[config.mk]
export PLATFORM = sky130hd
export DESIGN_NAME = accel_lite_stream_ctrl_flat
export DESIGN_NICKNAME = d
export VERILOG_FILES = /design/src/rtl/accel_lite_stream_ctrl_if.sv /design/src/rtl/accel_lite_stream_ctrl.sv /design/src/flat_wrapper.sv
export SDC_FILE = /design/constraint.sdc
export NUM_CORES = 1
export LEC_CHECK = 0
export CORE_MARGIN = 1.5
export CORE_UTILIZATION = 55
export CTS_CLUSTER_DIAMETER = 200
export CTS_CLUSTER_SIZE = 16
export DETAILED_ROUTE_END_ITERATION = 7
export GPL_ROUTABILITY_DRIVEN = 1
export PLACE_DENSITY = 0.82
export SLEW_MARGIN = 10
export SYNTH_ARGS = -nofsm -noshare
export SYNTH_HDL_FRONTEND = slang
export SYNTH_SLANG_ARGS = --single-unit
export TNS_END_PERCENT = 1
[constraint.sdc]
create_clock -name ACLK -period 3.55 [get_ports ACLK]
set_input_delay 0.355 -clock ACLK [delete_from_list [all_inputs] [get_ports ACLK]]
set_output_delay 0.355 -clock ACLK [all_outputs]
set_load 0.005 [all_outputs]
[src/rtl/accel_lite_stream_ctrl_if.sv]
// rtl/accel_lite_stream_ctrl_if.sv - AXI4-Lite slave and AXI-Stream master bundle for the stream controller
interface accel_lite_stream_ctrl_if #(
   parameter int C_S_AXI_DATA_WIDTH   = 32,
   parameter int C_S_AXI_ADDR_WIDTH   = 4,
   parameter int C_M_AXIS_TDATA_WIDTH = 32
);
   logic [C_S_AXI_ADDR_WIDTH-1:0]     S_AXI_AWADDR;
   logic [2:0]                        S_AXI_AWPROT;
   logic                              S_AXI_AWVALID;
   logic                              S_AXI_AWREADY;
   logic [C_S_AXI_DATA_WIDTH-1:0]     S_AXI_WDATA;
   logic [C_S_AXI_DATA_WIDTH/8-1:0]   S_AXI_WSTRB;
   logic                              S_AXI_WVALID;
   logic                              S_AXI_WREADY;
   logic [1:0]                        S_AXI_BRESP;
   logic                              S_AXI_BVALID;
   logic                              S_AXI_BREADY;
   logic [C_S_AXI_ADDR_WIDTH-1:0]     S_AXI_ARADDR;
   logic [2:0]                        S_AXI_ARPROT;
   logic                              S_AXI_ARVALID;
   logic                              S_AXI_ARREADY;
   logic [C_S_AXI_DATA_WIDTH-1:0]     S_AXI_RDATA;
   logic [1:0]                        S_AXI_RRESP;
   logic                              S_AXI_RVALID;
   logic                              S_AXI_RREADY;
   logic                              M_AXIS_TVALID;
   logic [C_M_AXIS_TDATA_WIDTH-1:0]   M_AXIS_TDATA;
   logic [C_M_AXIS_TDATA_WIDTH/8-1:0] M_AXIS_TSTRB;
   logic                              M_AXIS_TLAST;
   logic                              M_AXIS_TREADY;

   modport slave (
      input  S_AXI_AWADDR, S_AXI_AWPROT, S_AXI_AWVALID, S_AXI_WDATA, S_AXI_WSTRB, S_AXI_WVALID,
      input  S_AXI_BREADY, S_AXI_ARADDR, S_AXI_ARPROT, S_AXI_ARVALID, S_AXI_RREADY, M_AXIS_TREADY,
      output S_AXI_AWREADY, S_AXI_WREADY, S_AXI_BRESP, S_AXI_BVALID, S_AXI_ARREADY,
      output S_AXI_RDATA, S_AXI_RRESP, S_AXI_RVALID,
      output M_AXIS_TVALID, M_AXIS_TDATA, M_AXIS_TSTRB, M_AXIS_TLAST
   );

   modport master (
      output S_AXI_AWADDR, S_AXI_AWPROT, S_AXI_AWVALID, S_AXI_WDATA, S_AXI_WSTRB, S_AXI_WVALID,
      output S_AXI_BREADY, S_AXI_ARADDR, S_AXI_ARPROT, S_AXI_ARVALID, S_AXI_RREADY, M_AXIS_TREADY,
      input  S_AXI_AWREADY, S_AXI_WREADY, S_AXI_BRESP, S_AXI_BVALID, S_AXI_ARREADY,
      input  S_AXI_RDATA, S_AXI_RRESP, S_AXI_RVALID,
      input  M_AXIS_TVALID, M_AXIS_TDATA, M_AXIS_TSTRB, M_AXIS_TLAST
   );
endinterface

[src/rtl/accel_lite_stream_ctrl.sv]
// rtl/accel_lite_stream_ctrl.sv - AXI4-Lite programmed generator of incrementing-data stream packets
module accel_lite_stream_ctrl #(
   parameter int C_S_AXI_DATA_WIDTH   = 32,
   parameter int C_S_AXI_ADDR_WIDTH   = 4,
   parameter int C_M_AXIS_TDATA_WIDTH = 32
) (
   input  logic ACLK,
   input  logic ARESETN,
   accel_lite_stream_ctrl_if.slave axi
);
   localparam logic [0:0] IDLE = 1'b0;
   localparam logic [0:0] SEND = 1'b1;

   logic [0:0]                        state;
   logic                              awReady, bValid, arReady, rValid;
   logic [C_S_AXI_DATA_WIDTH-1:0]     rData, rdMux;
   logic [7:0]                        lenReg, lenLat, beatCnt;
   logic [C_M_AXIS_TDATA_WIDTH-1:0]   seedReg, tData;
   logic                              tValid, tLast;
   logic [15:0]                       pktCnt;
   logic [1:0]                        wrAddr;
   logic                              wrFire, rdFire, startReq, clrReq, beatFire;
   logic [31:0]                       statusWord;
   logic                              unusedBits;

   assign wrAddr     = axi.S_AXI_AWADDR[3:2];
   assign wrFire     = awReady & axi.S_AXI_AWVALID & axi.S_AXI_WVALID;
   assign rdFire     = arReady & axi.S_AXI_ARVALID;
   assign startReq   = wrFire && (wrAddr == 2'd0) && axi.S_AXI_WDATA[0];
   assign clrReq     = wrFire && (wrAddr == 2'd0) && axi.S_AXI_WDATA[1];
   assign beatFire   = tValid & axi.M_AXIS_TREADY;
   assign statusWord = {pktCnt, beatCnt, 7'd0, state == SEND};
   assign unusedBits = ^{axi.S_AXI_AWPROT, axi.S_AXI_ARPROT, axi.S_AXI_AWADDR[1:0], axi.S_AXI_ARADDR[1:0]};

   // Write channel: AWREADY/WREADY pulse together, blocked while a response is outstanding
   always_ff @(posedge ACLK or negedge ARESETN) begin
      if (!ARESETN) begin
         awReady <= 1'b0;
         bValid  <= 1'b0;
         lenReg  <= '0;
         seedReg <= '0;
      end else begin
         awReady <= !awReady && axi.S_AXI_AWVALID && axi.S_AXI_WVALID && !bValid;
         if (wrFire)
            bValid <= 1'b1;
         else if (axi.S_AXI_BREADY)
            bValid <= 1'b0;
         if (wrFire && wrAddr == 2'd1 && axi.S_AXI_WSTRB[0])
            lenReg <= axi.S_AXI_WDATA[7:0];
         if (wrFire && wrAddr == 2'd2)
            for (int b = 0; b < C_S_AXI_DATA_WIDTH/8; b++)
               if (axi.S_AXI_WSTRB[b])
                  seedReg[8*b +: 8] <= axi.S_AXI_WDATA[8*b +: 8];
      end
   end

   always_comb begin
      rdMux = '0;
      case (axi.S_AXI_ARADDR[3:2])
         2'd1:    rdMux[7:0] = lenReg;
         2'd2:    rdMux      = seedReg;
         2'd3:    rdMux      = statusWord;
         default: rdMux      = '0;
      endcase
   end

   always_ff @(posedge ACLK or negedge ARESETN) begin
      if (!ARESETN) begin
         arReady <= 1'b0;
         rValid  <= 1'b0;
         rData   <= '0;
      end else begin
         arReady <= !arReady && axi.S_AXI_ARVALID && !rValid;
         if (rdFire) begin
            rValid <= 1'b1;
            rData  <= rdMux;
         end else if (axi.S_AXI_RREADY) begin
            rValid <= 1'b0;
         end
      end
   end

   // Packet FSM; TLAST is precomputed one beat ahead so it is a plain register output
   always_ff @(posedge ACLK or negedge ARESETN) begin
      if (!ARESETN) begin
         state   <= IDLE;
         tValid  <= 1'b0;
         tLast   <= 1'b0;
         tData   <= '0;
         lenLat  <= '0;
         beatCnt <= '0;
         pktCnt  <= '0;
      end else begin
         if (state == IDLE) begin
            if (startReq && lenReg != 8'd0) begin
               state   <= SEND;
               tValid  <= 1'b1;
               tData   <= seedReg;
               tLast   <= (lenReg == 8'd1);
               lenLat  <= lenReg;
               beatCnt <= '0;
            end
         end else if (beatFire) begin
            beatCnt <= beatCnt + 8'd1;
            if (tLast) begin
               state  <= IDLE;
               tValid <= 1'b0;
               tLast  <= 1'b0;
            end else begin
               tData <= tData + 1'b1;
               tLast <= ({1'b0, beatCnt} + 9'd2 == {1'b0, lenLat});
            end
         end
         if (clrReq)
            pktCnt <= '0;
         else if (beatFire && tLast)
            pktCnt <= pktCnt + 16'd1;
      end
   end

   assign axi.S_AXI_AWREADY = awReady;
   assign axi.S_AXI_WREADY  = awReady;
   assign axi.S_AXI_BVALID  = bValid;
   assign axi.S_AXI_BRESP   = 2'b00;
   assign axi.S_AXI_ARREADY = arReady;
   assign axi.S_AXI_RVALID  = rValid;
   assign axi.S_AXI_RDATA   = rData;
   assign axi.S_AXI_RRESP   = 2'b00;
   assign axi.M_AXIS_TVALID = tValid;
   assign axi.M_AXIS_TDATA  = tData;
   assign axi.M_AXIS_TLAST  = tLast;
   assign axi.M_AXIS_TSTRB  = {(C_M_AXIS_TDATA_WIDTH/8){1'b1}};
endmodule

[src/flat_wrapper.sv]
// flat-port wrapper written by rule: the top's interface ports become plain ports
module accel_lite_stream_ctrl_flat 
#(
   parameter int C_S_AXI_DATA_WIDTH   = 32,
   parameter int C_S_AXI_ADDR_WIDTH   = 4,
   parameter int C_M_AXIS_TDATA_WIDTH = 32
)
  (ACLK, ARESETN, axi_S_AXI_AWADDR, axi_S_AXI_AWPROT, axi_S_AXI_AWVALID, axi_S_AXI_WDATA, axi_S_AXI_WSTRB, axi_S_AXI_WVALID, axi_S_AXI_BREADY, axi_S_AXI_ARADDR, axi_S_AXI_ARPROT, axi_S_AXI_ARVALID, axi_S_AXI_RREADY, axi_M_AXIS_TREADY, axi_S_AXI_AWREADY, axi_S_AXI_WREADY, axi_S_AXI_BRESP, axi_S_AXI_BVALID, axi_S_AXI_ARREADY, axi_S_AXI_RDATA, axi_S_AXI_RRESP, axi_S_AXI_RVALID, axi_M_AXIS_TVALID, axi_M_AXIS_TDATA, axi_M_AXIS_TSTRB, axi_M_AXIS_TLAST);
  accel_lite_stream_ctrl_if #(.C_S_AXI_DATA_WIDTH(C_S_AXI_DATA_WIDTH), .C_S_AXI_ADDR_WIDTH(C_S_AXI_ADDR_WIDTH), .C_M_AXIS_TDATA_WIDTH(C_M_AXIS_TDATA_WIDTH)) axi_i ();
  input  logic ACLK;
  input  logic ARESETN;
  input wire logic [$bits(axi_i.S_AXI_AWADDR)-1:0] axi_S_AXI_AWADDR;
  input wire logic [$bits(axi_i.S_AXI_AWPROT)-1:0] axi_S_AXI_AWPROT;
  input wire logic [$bits(axi_i.S_AXI_AWVALID)-1:0] axi_S_AXI_AWVALID;
  input wire logic [$bits(axi_i.S_AXI_WDATA)-1:0] axi_S_AXI_WDATA;
  input wire logic [$bits(axi_i.S_AXI_WSTRB)-1:0] axi_S_AXI_WSTRB;
  input wire logic [$bits(axi_i.S_AXI_WVALID)-1:0] axi_S_AXI_WVALID;
  input wire logic [$bits(axi_i.S_AXI_BREADY)-1:0] axi_S_AXI_BREADY;
  input wire logic [$bits(axi_i.S_AXI_ARADDR)-1:0] axi_S_AXI_ARADDR;
  input wire logic [$bits(axi_i.S_AXI_ARPROT)-1:0] axi_S_AXI_ARPROT;
  input wire logic [$bits(axi_i.S_AXI_ARVALID)-1:0] axi_S_AXI_ARVALID;
  input wire logic [$bits(axi_i.S_AXI_RREADY)-1:0] axi_S_AXI_RREADY;
  input wire logic [$bits(axi_i.M_AXIS_TREADY)-1:0] axi_M_AXIS_TREADY;
  output wire logic [$bits(axi_i.S_AXI_AWREADY)-1:0] axi_S_AXI_AWREADY;
  output wire logic [$bits(axi_i.S_AXI_WREADY)-1:0] axi_S_AXI_WREADY;
  output wire logic [$bits(axi_i.S_AXI_BRESP)-1:0] axi_S_AXI_BRESP;
  output wire logic [$bits(axi_i.S_AXI_BVALID)-1:0] axi_S_AXI_BVALID;
  output wire logic [$bits(axi_i.S_AXI_ARREADY)-1:0] axi_S_AXI_ARREADY;
  output wire logic [$bits(axi_i.S_AXI_RDATA)-1:0] axi_S_AXI_RDATA;
  output wire logic [$bits(axi_i.S_AXI_RRESP)-1:0] axi_S_AXI_RRESP;
  output wire logic [$bits(axi_i.S_AXI_RVALID)-1:0] axi_S_AXI_RVALID;
  output wire logic [$bits(axi_i.M_AXIS_TVALID)-1:0] axi_M_AXIS_TVALID;
  output wire logic [$bits(axi_i.M_AXIS_TDATA)-1:0] axi_M_AXIS_TDATA;
  output wire logic [$bits(axi_i.M_AXIS_TSTRB)-1:0] axi_M_AXIS_TSTRB;
  output wire logic [$bits(axi_i.M_AXIS_TLAST)-1:0] axi_M_AXIS_TLAST;
  assign axi_i.S_AXI_AWADDR = axi_S_AXI_AWADDR;
  assign axi_i.S_AXI_AWPROT = axi_S_AXI_AWPROT;
  assign axi_i.S_AXI_AWVALID = axi_S_AXI_AWVALID;
  assign axi_i.S_AXI_WDATA = axi_S_AXI_WDATA;
  assign axi_i.S_AXI_WSTRB = axi_S_AXI_WSTRB;
  assign axi_i.S_AXI_WVALID = axi_S_AXI_WVALID;
  assign axi_i.S_AXI_BREADY = axi_S_AXI_BREADY;
  assign axi_i.S_AXI_ARADDR = axi_S_AXI_ARADDR;
  assign axi_i.S_AXI_ARPROT = axi_S_AXI_ARPROT;
  assign axi_i.S_AXI_ARVALID = axi_S_AXI_ARVALID;
  assign axi_i.S_AXI_RREADY = axi_S_AXI_RREADY;
  assign axi_i.M_AXIS_TREADY = axi_M_AXIS_TREADY;
  assign axi_S_AXI_AWREADY = axi_i.S_AXI_AWREADY;
  assign axi_S_AXI_WREADY = axi_i.S_AXI_WREADY;
  assign axi_S_AXI_BRESP = axi_i.S_AXI_BRESP;
  assign axi_S_AXI_BVALID = axi_i.S_AXI_BVALID;
  assign axi_S_AXI_ARREADY = axi_i.S_AXI_ARREADY;
  assign axi_S_AXI_RDATA = axi_i.S_AXI_RDATA;
  assign axi_S_AXI_RRESP = axi_i.S_AXI_RRESP;
  assign axi_S_AXI_RVALID = axi_i.S_AXI_RVALID;
  assign axi_M_AXIS_TVALID = axi_i.M_AXIS_TVALID;
  assign axi_M_AXIS_TDATA = axi_i.M_AXIS_TDATA;
  assign axi_M_AXIS_TSTRB = axi_i.M_AXIS_TSTRB;
  assign axi_M_AXIS_TLAST = axi_i.M_AXIS_TLAST;
  accel_lite_stream_ctrl #(.C_S_AXI_DATA_WIDTH(C_S_AXI_DATA_WIDTH), .C_S_AXI_ADDR_WIDTH(C_S_AXI_ADDR_WIDTH), .C_M_AXIS_TDATA_WIDTH(C_M_AXIS_TDATA_WIDTH)) u_core (.ACLK(ACLK), .ARESETN(ARESETN), .axi(axi_i));
endmodule
-- Word level (Yosys, flattened, before mapping)
Cells that the tools add are included.
- add/sub/neg operators: 4
- equal/unequal tests: 10
- mux-type cells: 27
- bitwise operators: 5
- reductions and logical operators: 31
- operator list (cell ; number):
    32-bit two-way mux ; 4
    24-bit case mux with 2 select lines ; 1
    32-bit by 1-bit adder with 32-bit output, second input constant ; 1
    16-bit two-way mux ; 2
    8-bit two-way mux ; 3
    8-bit case mux with 3 select lines ; 1
    16-bit by 1-bit adder with 16-bit output, second input constant ; 1
    1-bit two-way mux ; 16
    1-bit logical AND ; 13
    2-bit AND reduction ; 6
    8-bit by 2-bit adder with 9-bit output, second input constant ; 1
    9-bit by 8-bit == test with 1-bit output ; 1
    8-bit by 1-bit adder with 8-bit output, second input constant ; 1
    8-bit by 1-bit == test with 1-bit output, second input constant ; 1
    2-bit nonzero test ; 4
    8-bit nonzero test ; 1
    2-bit == test, second input constant ; 3
    2-bit inequality test, second input constant ; 3
    3-bit AND reduction ; 2
    1-bit bitwise AND ; 4
    2-bit by 1-bit == test with 1-bit output, second input constant ; 2
    1-bit logical NOT ; 4
    2-bit logical NOT ; 1
    1-bit inverter ; 1
- register bits: 143
- input port bits: 58
- output and inout port bits: 79
- word-level logic and storage cells: 94

-- Depth between registers and ports, before layout
Gate-level depths: netlist of the first run.
- depth after elaboration: 7
- gate-level depth with buffers: 8
- depth with buffers taken out: 6

-- Worst setup path after synthesis of the first run
No wires, ideal clock.
- path kind: register to register
- from: register u_core.beatCnt[1]
- to: register u_core.tLast, in the netlist u_core.axi.M_AXIS_TLAST
- library setup time: 0.065 ns
- arrival: 1.770 ns
- required time: 3.485 ns
- setup slack: 1.715 ns
- cell stages (with the launch flop): 7
- path buffers: 0
- clock period less this slack: 1.835 ns
- cells stage by stage: dfrtp_1 > ha_1 > xnor2_1 > nand4_1 > or3_1 > a2111oi_2 > o22a_1
- word-level cells in the longest chain between the ends: 5
- ends and longest elaborated chain (item ; RTL line ; source):
    from (decl) ; accel_lite_stream_ctrl.sv:17 ; logic [7:0] lenReg, lenLat, beatCnt;
    from (signal assigned) ; accel_lite_stream_ctrl.sv:104 ; beatCnt <= beatCnt + 8'd1;
    8-bit by 2-bit adder with 9-bit output ; accel_lite_stream_ctrl.sv:111 ; tLast <= ({1'b0, beatCnt} + 9'd2 == {1'b0, lenLat});
    9-bit by 8-bit == test with 1-bit output ; accel_lite_stream_ctrl.sv:111 ;
    1-bit two-way mux ; accel_lite_stream_ctrl.sv:105 ; if (tLast) begin
    1-bit two-way mux ; accel_lite_stream_ctrl.sv:103 ; end else if (beatFire) begin
    1-bit two-way mux ; accel_lite_stream_ctrl.sv:94 ; if (state == IDLE) begin
    to (signal assigned) ; accel_lite_stream_ctrl.sv:99 ; tLast <= (lenReg == 8'd1);
    to (signal assigned) ; accel_lite_stream_ctrl.sv:111 ;
    to (decl) ; accel_lite_stream_ctrl.sv:19 ; logic tValid, tLast;
No other way between the ends. The select of a mux whose other input is x is not followed.
A chain may end at the register's enable or synchronous reset.

-- Worst setup path after layout of the first run
- from: register u_core.state
- to: register u_core.tData[8], in the netlist u_core.axi.M_AXIS_TDATA[8]
- word-level cells in the longest chain between the ends: 2
- elaborated cells on any way between the ends: 5
- those cells by class: eq/ne (2); mux (1); reduce/logical (2)
- ends and longest elaborated chain (item ; RTL line ; source):
    from (decl) ; accel_lite_stream_ctrl.sv:14 ; logic [0:0] state;
    from (signal assigned) ; accel_lite_stream_ctrl.sv:86 ; state <= IDLE;
    from (signal assigned) ; accel_lite_stream_ctrl.sv:96 ; state <= SEND;
    from (signal assigned) ; accel_lite_stream_ctrl.sv:106 ; state <= IDLE;
    2-bit inequality test (no source line) / 2-bit nonzero test (equally long branches) ; -- ;
    3-bit AND reduction (no source line) ; -- ;
    to (signal assigned) ; accel_lite_stream_ctrl.sv:98 ; tData <= seedReg;
    to (signal assigned) ; accel_lite_stream_ctrl.sv:110 ; tData <= tData + 1'b1;
    to (decl) ; accel_lite_stream_ctrl.sv:18 ; logic [C_M_AXIS_TDATA_WIDTH-1:0] seedReg, tData;
Several ways; a longest one is shown, not always the timed one.

==> reports/results.txt, run 1 <==
Grt ovf: 0
CTS tree: yes
Max VDD drop: 0.333 mV
Core area: 12600 um^2
Final Util: 71.5%
Remaining antenna violation count: 0
Io pins: 137
CTS sink count: 143
Post-CTS Setup Inserts: 0
TritonCTS Buffers: 17
Area Overhead vs Synth: 27.0%
Die width: 116 um
Vias in the first global route: 5834
Area of the multi-input gates: 3270 um^2
# diodes: 0
Die height: 116 um
Worst-path clk slew: 0.06 ns
Failing checks: negative hold slack
Critical path launch point type: register
Syn Area/Cell: 10.1 um^2
Crit-path slowest cell: dfrtp_1
Setup TNS Final: 0 ns
R2R Setup Slk: 1.07 ns
Rel. slew slack: 31.4%
Crit path required time: 3.86 ns
Crit share post-route: 69.7%
Share of the synthesized area in the top cell type: 50.6%
Worst Skew: 0.00405 ns
Register Area: 3580 um^2
Vias per cell: 6.03
Filler cells: 914
Register area share after synthesis: 50.6%
R2R Path Start: u_core.state
GRT Util Overall: 29.5%
CTS Root Buffer Type: clkbuf_16
Post-DR wirelength/cell: 18.8 um
# rows: 41
Critical path's largest stage delay: 0.83 ns
Critical path arrival: 2.78 ns
GP Congestion: 0.897
Delay-heaviest family, CP: flip-flops
CP cell instances: nor2b_1, and3_1, a21o_1, buf_4, a31oi_1, a2bb2oi_1
Post-synth EDFFs: 0
MaxCap Viol Count: 0
Pleak: 4.05 nW
Max Slew Vio Count: 0
Hold slack: -0.0304 ns
Top cells by area, synth: dfrtp_1, mux2i_1, nand2_1
Mapped Area: 7080 um^2
Initial DRC count: 421
Worst-Margin Slew: 1.03 ns
DR vias: 6006
R2R cell count: 6
Critical setup path kind: reg2reg
Clock Latency Late Sink: 0.43 ns
CP endpoint kind: register
Status: finished, violations left
Detailed placement HPWL: 13200 um
Cells after synthesis: 701
Synth Flop Type: dfrtp_1
Nets: 876
Antenna violations before repair: 0
Drt drc: 0
Die Area: 13600 um^2
Async S/R FF share, synth: 100%
Yosys cell types: 54
Critical path depth: 6
FF+latch count, synth: 143
Yosys top cell by area: dfrtp_1
Post_cts resized: 0
Share of layout cells above drive strength 1: 11.3%
Global-route wire length before repair: 30200 um
Initial core utilization: 56.3%
Crit path capture: u_core.axi.M_AXIS_TDATA[8]
# hold bufs at CTS: 0
Port Buf Inserts: 118
Warnings from Yosys: 0
CP max FO: 19
Final Hold Vio Count: 8
Total routed wirelength: 18700 um
H-tree Lvls: 4
Fmax: 404 MHz
Final setup viols: 0
CTS Buffer Depth: 2
Hold Crit Class: in2async
Crit path buffers/inverters: 1
Clock period minus worst slack: 2.48 ns
Largest net degree at the start of global routing: 92
DRT Pass-1 Iters: 5
PwrDens: 574 nW/um^2
Reg2reg end: u_core.axi.M_AXIS_TDATA[8]
RSZ-0062 raised after global routing: false
CP startpoint: u_core.state
[layout by cell type (no fill, tap or decap), types with 4 or more instances in the layout]
cell type,instances
o21ai_0,50
dfrtp_1,143
a22oi_1,8
clkbuf_16,17
nor2_1,41
and3_1,7
nor3b_1,6
bufinv_16,4
conb_1,8
mux2i_1,41
buf_4,13
mux2_2,35
xor2_1,17
clkdlybuf4s50_1,117
o22ai_1,24
nand4_1,21
inv_1,7
nor3_1,13
a21oi_1,27
ha_1,4
nand3_1,32
xnor2_1,13
a31oi_1,5
nand2_1,107
[kinds of logic (layout without fill, tap and decap cells)]
kind of cell	count (synthesis)	in the layout	synth area share (%)
xor gates and xnor gates	30	30	3.71
muxes	80	80	12.1
adders and majority gates	4	4	0.707
buffers and inverters	51	168	3.48
and+or+nand+nor	254	254	17.7
DFF	143	143	50.6
other	2	8	0.106
AOI/OAI and AO/OA	137	137	11.6
[synthesized netlist by cell type (4+ instances only)]
| master | n |
|---|---|
| a22oi_1 | 8 |
| and3_1 | 7 |
| buf_4 | 10 |
| nand2_1 | 107 |
| mux2i_1 | 41 |
| nor2_1 | 41 |
| ha_1 | 4 |
| nor3_1 | 13 |
| o22ai_1 | 24 |
| nand4_1 | 21 |
| a21oi_1 | 27 |
| a31oi_1 | 5 |
| xor2_1 | 17 |
| mux2_2 | 35 |
| nand3_1 | 32 |
| dfrtp_1 | 143 |
| o21ai_0 | 50 |
| xnor2_1 | 13 |
| nor3b_1 | 6 |
| inv_1 | 7 |
| buf_2 | 14 |
| clkbuf_1 | 19 |
[layout make-up]
type                       count  share of cell area [%]
sequential                   143                    39.8
multi-input combinational    513                    36.4
timing repair buffer         131                    14.2
clock buffer                  22                    5.28
tap                          172                    2.39
clock inverter                 7                    1.50
inverter                       8                   0.334
[report_power, final]
group          switching [mW]  internal, mW  total, mW
registers               0.372          1.88       2.25
logic                   0.444         0.598       1.04
clock network           0.652          1.22       1.87
[per-layer routing]
metal,GRT usage [%],routed length (um),share of wire [%]
met5,0,0,0
met4,10.4,310,1.7
met3,6.43,1180,6.3
met2,48.6,9310,50
met1,38.7,7940,42
[state kept, by name (all words and copies together) (netlist names)]
register                  flops
u_core.axi.S_AXI_AWREADY      1
u_core.state                  1
u_core.beatCnt                8
u_core.axi.S_AXI_RDATA       32
u_core.pktCnt                16
u_core.lenReg                 8
u_core.lenLat                 8
u_core.axi.M_AXIS_TDATA      32
u_core.axi.M_AXIS_TLAST       1
u_core.axi.S_AXI_ARREADY      1
u_core.axi.S_AXI_RVALID       1
u_core.axi.S_AXI_BVALID       1
u_core.seedReg               32
u_core.axi.M_AXIS_TVALID      1
[stage by stage]
stage	area (um^2)	instances	total power, mW	setup WS, ns	hold slack (ns)
final	8990	996	5.16	1.07	-0.0304
after global routing	8990	996	5.40	0.892	0.0683
after CTS	8990	996	5.17	1.16	0.0253
after detailed placement	8380	967	3.29	0.740	0.450
after global placement	8380	967	3.24	0.811	0.446
after floorplan	7100	707	2.66	1.72	0.0594
[worst min-delay path by stage]
stage | to | slack [ns]
finish | u_core.axi.S_AXI_BVALID | -0.03
floorplan | u_core.axi.M_AXIS_TDATA[0] | 0.06
detailed placement | u_core.axi.S_AXI_ARREADY | 0.45
global route | u_core.axi.S_AXI_AWREADY | 0.07
CTS | u_core.axi.S_AXI_AWREADY | 0.03
global placement | u_core.axi.S_AXI_ARREADY | 0.45
Note: power is estimated with default switching activity, not from simulation.
==> run 2, diff against run 1 <==
--- a/config.mk
+++ b/config.mk
@@ -6,12 +6,12 @@
 export NUM_CORES = 1
 export LEC_CHECK = 0
 export CORE_MARGIN = 1.5
-export CORE_UTILIZATION = 55
+export CORE_UTILIZATION = 52
 export CTS_CLUSTER_DIAMETER = 200
 export CTS_CLUSTER_SIZE = 16
 export DETAILED_ROUTE_END_ITERATION = 7
 export GPL_ROUTABILITY_DRIVEN = 1
-export PLACE_DENSITY = 0.82
+export PLACE_DENSITY = 0.78
 export SLEW_MARGIN = 10
 export SYNTH_ARGS = -nofsm -noshare
 export SYNTH_HDL_FRONTEND = slang
==> constraint.sdc (replaced) <==
create_clock -name ACLK -period 2.55 [get_ports ACLK]
set_input_delay 0.255 -clock ACLK [delete_from_list [all_inputs] [get_ports ACLK]]
set_output_delay 0.255 -clock ACLK [all_outputs]
set_load 0.005 [all_outputs]
==> reports/results.txt, run 2 (synthesis gave the netlist of run 1 again) <==
Io pins: 137 (unchanged)
Max Slew Vio Count: 0 (unchanged)
Detailed placement HPWL: 13900 um (+5.1%)
Max VDD drop: 0.487 mV (+46%)
Share of layout cells above drive strength 1: 12.4% (+1.2 points)
Crit-path slowest cell: nor4_4
Initial DRC count: 562 (+33%)
Antenna violations before repair: 0 (unchanged)
Core area: 13200 um^2 (+5.4%)
Most frequent cells in the layout: dfrtp_1, clkdlybuf4s50_1, nand2_1
Drt drc: 0 (unchanged)
Post-DR wirelength/cell: 19.2 um (+2.3%)
MaxCap Viol Count: 0 (unchanged)
Most common cell after layout, fill and taps aside: dfrtp_1
CTS Buffer Depth: 2 (unchanged)
# rows: 42 (+2.4%)
Die width: 120 um (+2.8%)
CTS sink count: 143 (unchanged)
Setup TNS Final: 0 ns (unchanged)
Total routed wirelength: 19500 um (+3.9%)
Critical path launch point type: register
Remaining antenna violation count: 0 (unchanged)
Die height: 120 um (+2.8%)
Rel. slew slack: 50.5% (+19 points)
Final Hold Vio Count: 0 (-8)
R2R Setup Slk: 0.44 ns (-0.64 ns)
Port Buf Inserts: 118 (unchanged)
GP Congestion: 0.890 (-0.80%)
CP max FO: 6 (-13)
Crit path required time: 2.90 ns (-0.96 ns)
Worst-Margin Slew: 0.742 ns (-0.284 ns)
Hold Crit Class: in2reg
CTS tree: yes
Largest net degree at the start of global routing: 81 (-12%)
Hold slack: 0.393 ns (+0.424 ns)
H-tree Lvls: 4 (unchanged)
Area Overhead vs Synth: 28.1%
Critical path's largest stage delay: 0.47 ns (-0.36 ns)
DRT Pass-1 Iters: 5 (unchanged)
Worst-path clk slew: 0.06 ns (about the same)
Worst Skew: 0.00588 ns (+0.00182 ns)
Crit share post-route: 82.9% (+13 points)
TritonCTS Buffers: 17 (unchanged)
R2R Path Start: u_core.axi.M_AXIS_TDATA[0]
R2R cell count: 6 (unchanged)
GRT Util Overall: 28.6% (-0.90 points)
Vias per cell: 5.97 (-0.97%)
RSZ-0062 raised after global routing: false
DR vias: 6043 (+0.62%)
Vias in the first global route: 5851 (+0.29%)
Hold path cells: 2
Grt ovf: 0 (unchanged)
Crit path buffers/inverters: 0 (-1)
PwrDens: 781 nW/um^2 (+36%)
Initial core utilization: 53.4% (-2.9 points)
Fmax: 473 MHz (+17%)
Reg2reg end: u_core.axi.M_AXIS_TDATA[22]
Nets: 886 (+1.1%)
Final setup viols: 0 (unchanged)
Pleak: 4.09 nW (+0.99%)
Critical path arrival: 2.46 ns (-0.32 ns)
Global-route wire length before repair: 31500 um (+4.0%)
CTS Root Buffer Type: clkbuf_16
Clock Latency Late Sink: 0.43 ns (about the same)
Critical setup path kind: reg2reg
Min-delay src: axi_S_AXI_BREADY
Post-CTS Setup Inserts: 0 (unchanged)
Status: finished, final reports clean
Delay-heaviest family, CP: simple AND/OR/NAND/NOR gates
Clock period minus worst slack: 2.11 ns (-0.362 ns)
CP startpoint: u_core.axi.M_AXIS_TDATA[0]
CP endpoint kind: register
Hold endpoint: u_core.axi.S_AXI_BVALID
CP cell instances: ha_1, nand3_1, nor4_4, nand4_1, o211a_1, nor3_1
Die Area: 14300 um^2 (+5.6%)
# diodes: 0 (unchanged)
## run 2: cell types whose count changed in the layout (fill, tap and decap cells not counted), moves of 2 or more
cell	before	now
buf_4	13	20
clkbuf_8	3	0
clkinv_2	3	6
buf_12	0	2
clkinvlp_4	0	2
## run 2: through the flow
step	worst slack (ns)	instances	util, %	instance area (um^2)	total power [mW]
2_1_floorplan	0.715	707	-	7100	3.70
3_3_place_gp	0.326	980	64.0	8470	4.54
3_5_place_dp	0.280	980	64.0	8470	4.61
4_1_cts	0.431	1012	68.4	9060	7.10
5_1_grt	0.335	1012	68.4	9060	7.40
6_report	0.437	1012	68.4	9060	7.07
## run 2: power by group
part           internal [mW]  switching (mW)  leakage [nW]
sequential              2.61           0.525          1.95
clock                   1.52           0.953         0.283
combinational          0.846           0.615          1.86
## run 2: per-layer routing
layer,global-route usage [%],up-vias,wire length [um]
li1,-,2738,-
met1,39.3,2980,8110
met2,44.1,285,9330
met3,7.27,40,1560
met4,10.3,0,469
met5,0,-,0
## run 2: worst max-delay path by stage
stage	cells after the start	slack, ns	endpoint
5_1_grt	6	0.33	u_core.axi.M_AXIS_TDATA[22]
2_1_floorplan	6	0.72	u_core.axi.M_AXIS_TLAST
6_report	6	0.44	u_core.axi.M_AXIS_TDATA[22]
3_5_place_dp	7	0.28	u_core.axi.M_AXIS_TDATA[25]
4_1_cts	6	0.43	u_core.axi.M_AXIS_TDATA[22]
3_3_place_gp	7	0.33	u_core.axi.M_AXIS_TDATA[8]
## run 2: final cells by class
| class | instances | area [um^2] |
|---|---|---|
| clock buffers | 19 | 433 |
| well taps | 176 | 220 |
| clock inverters | 12 | 144 |
| inverters | 8 | 30.0 |
| multi-input cells | 513 | 3270 |
| repair buffers | 141 | 1380 |
| fillers | 1013 | 4180 |
| flip-flops and latches | 143 | 3580 |
## run 2: repair_timing
action                                 4_1_cts  5_1_grt
resized for setup                            0        0
endpoints found under the hold margin       78        0
hold buffers                                 1        0
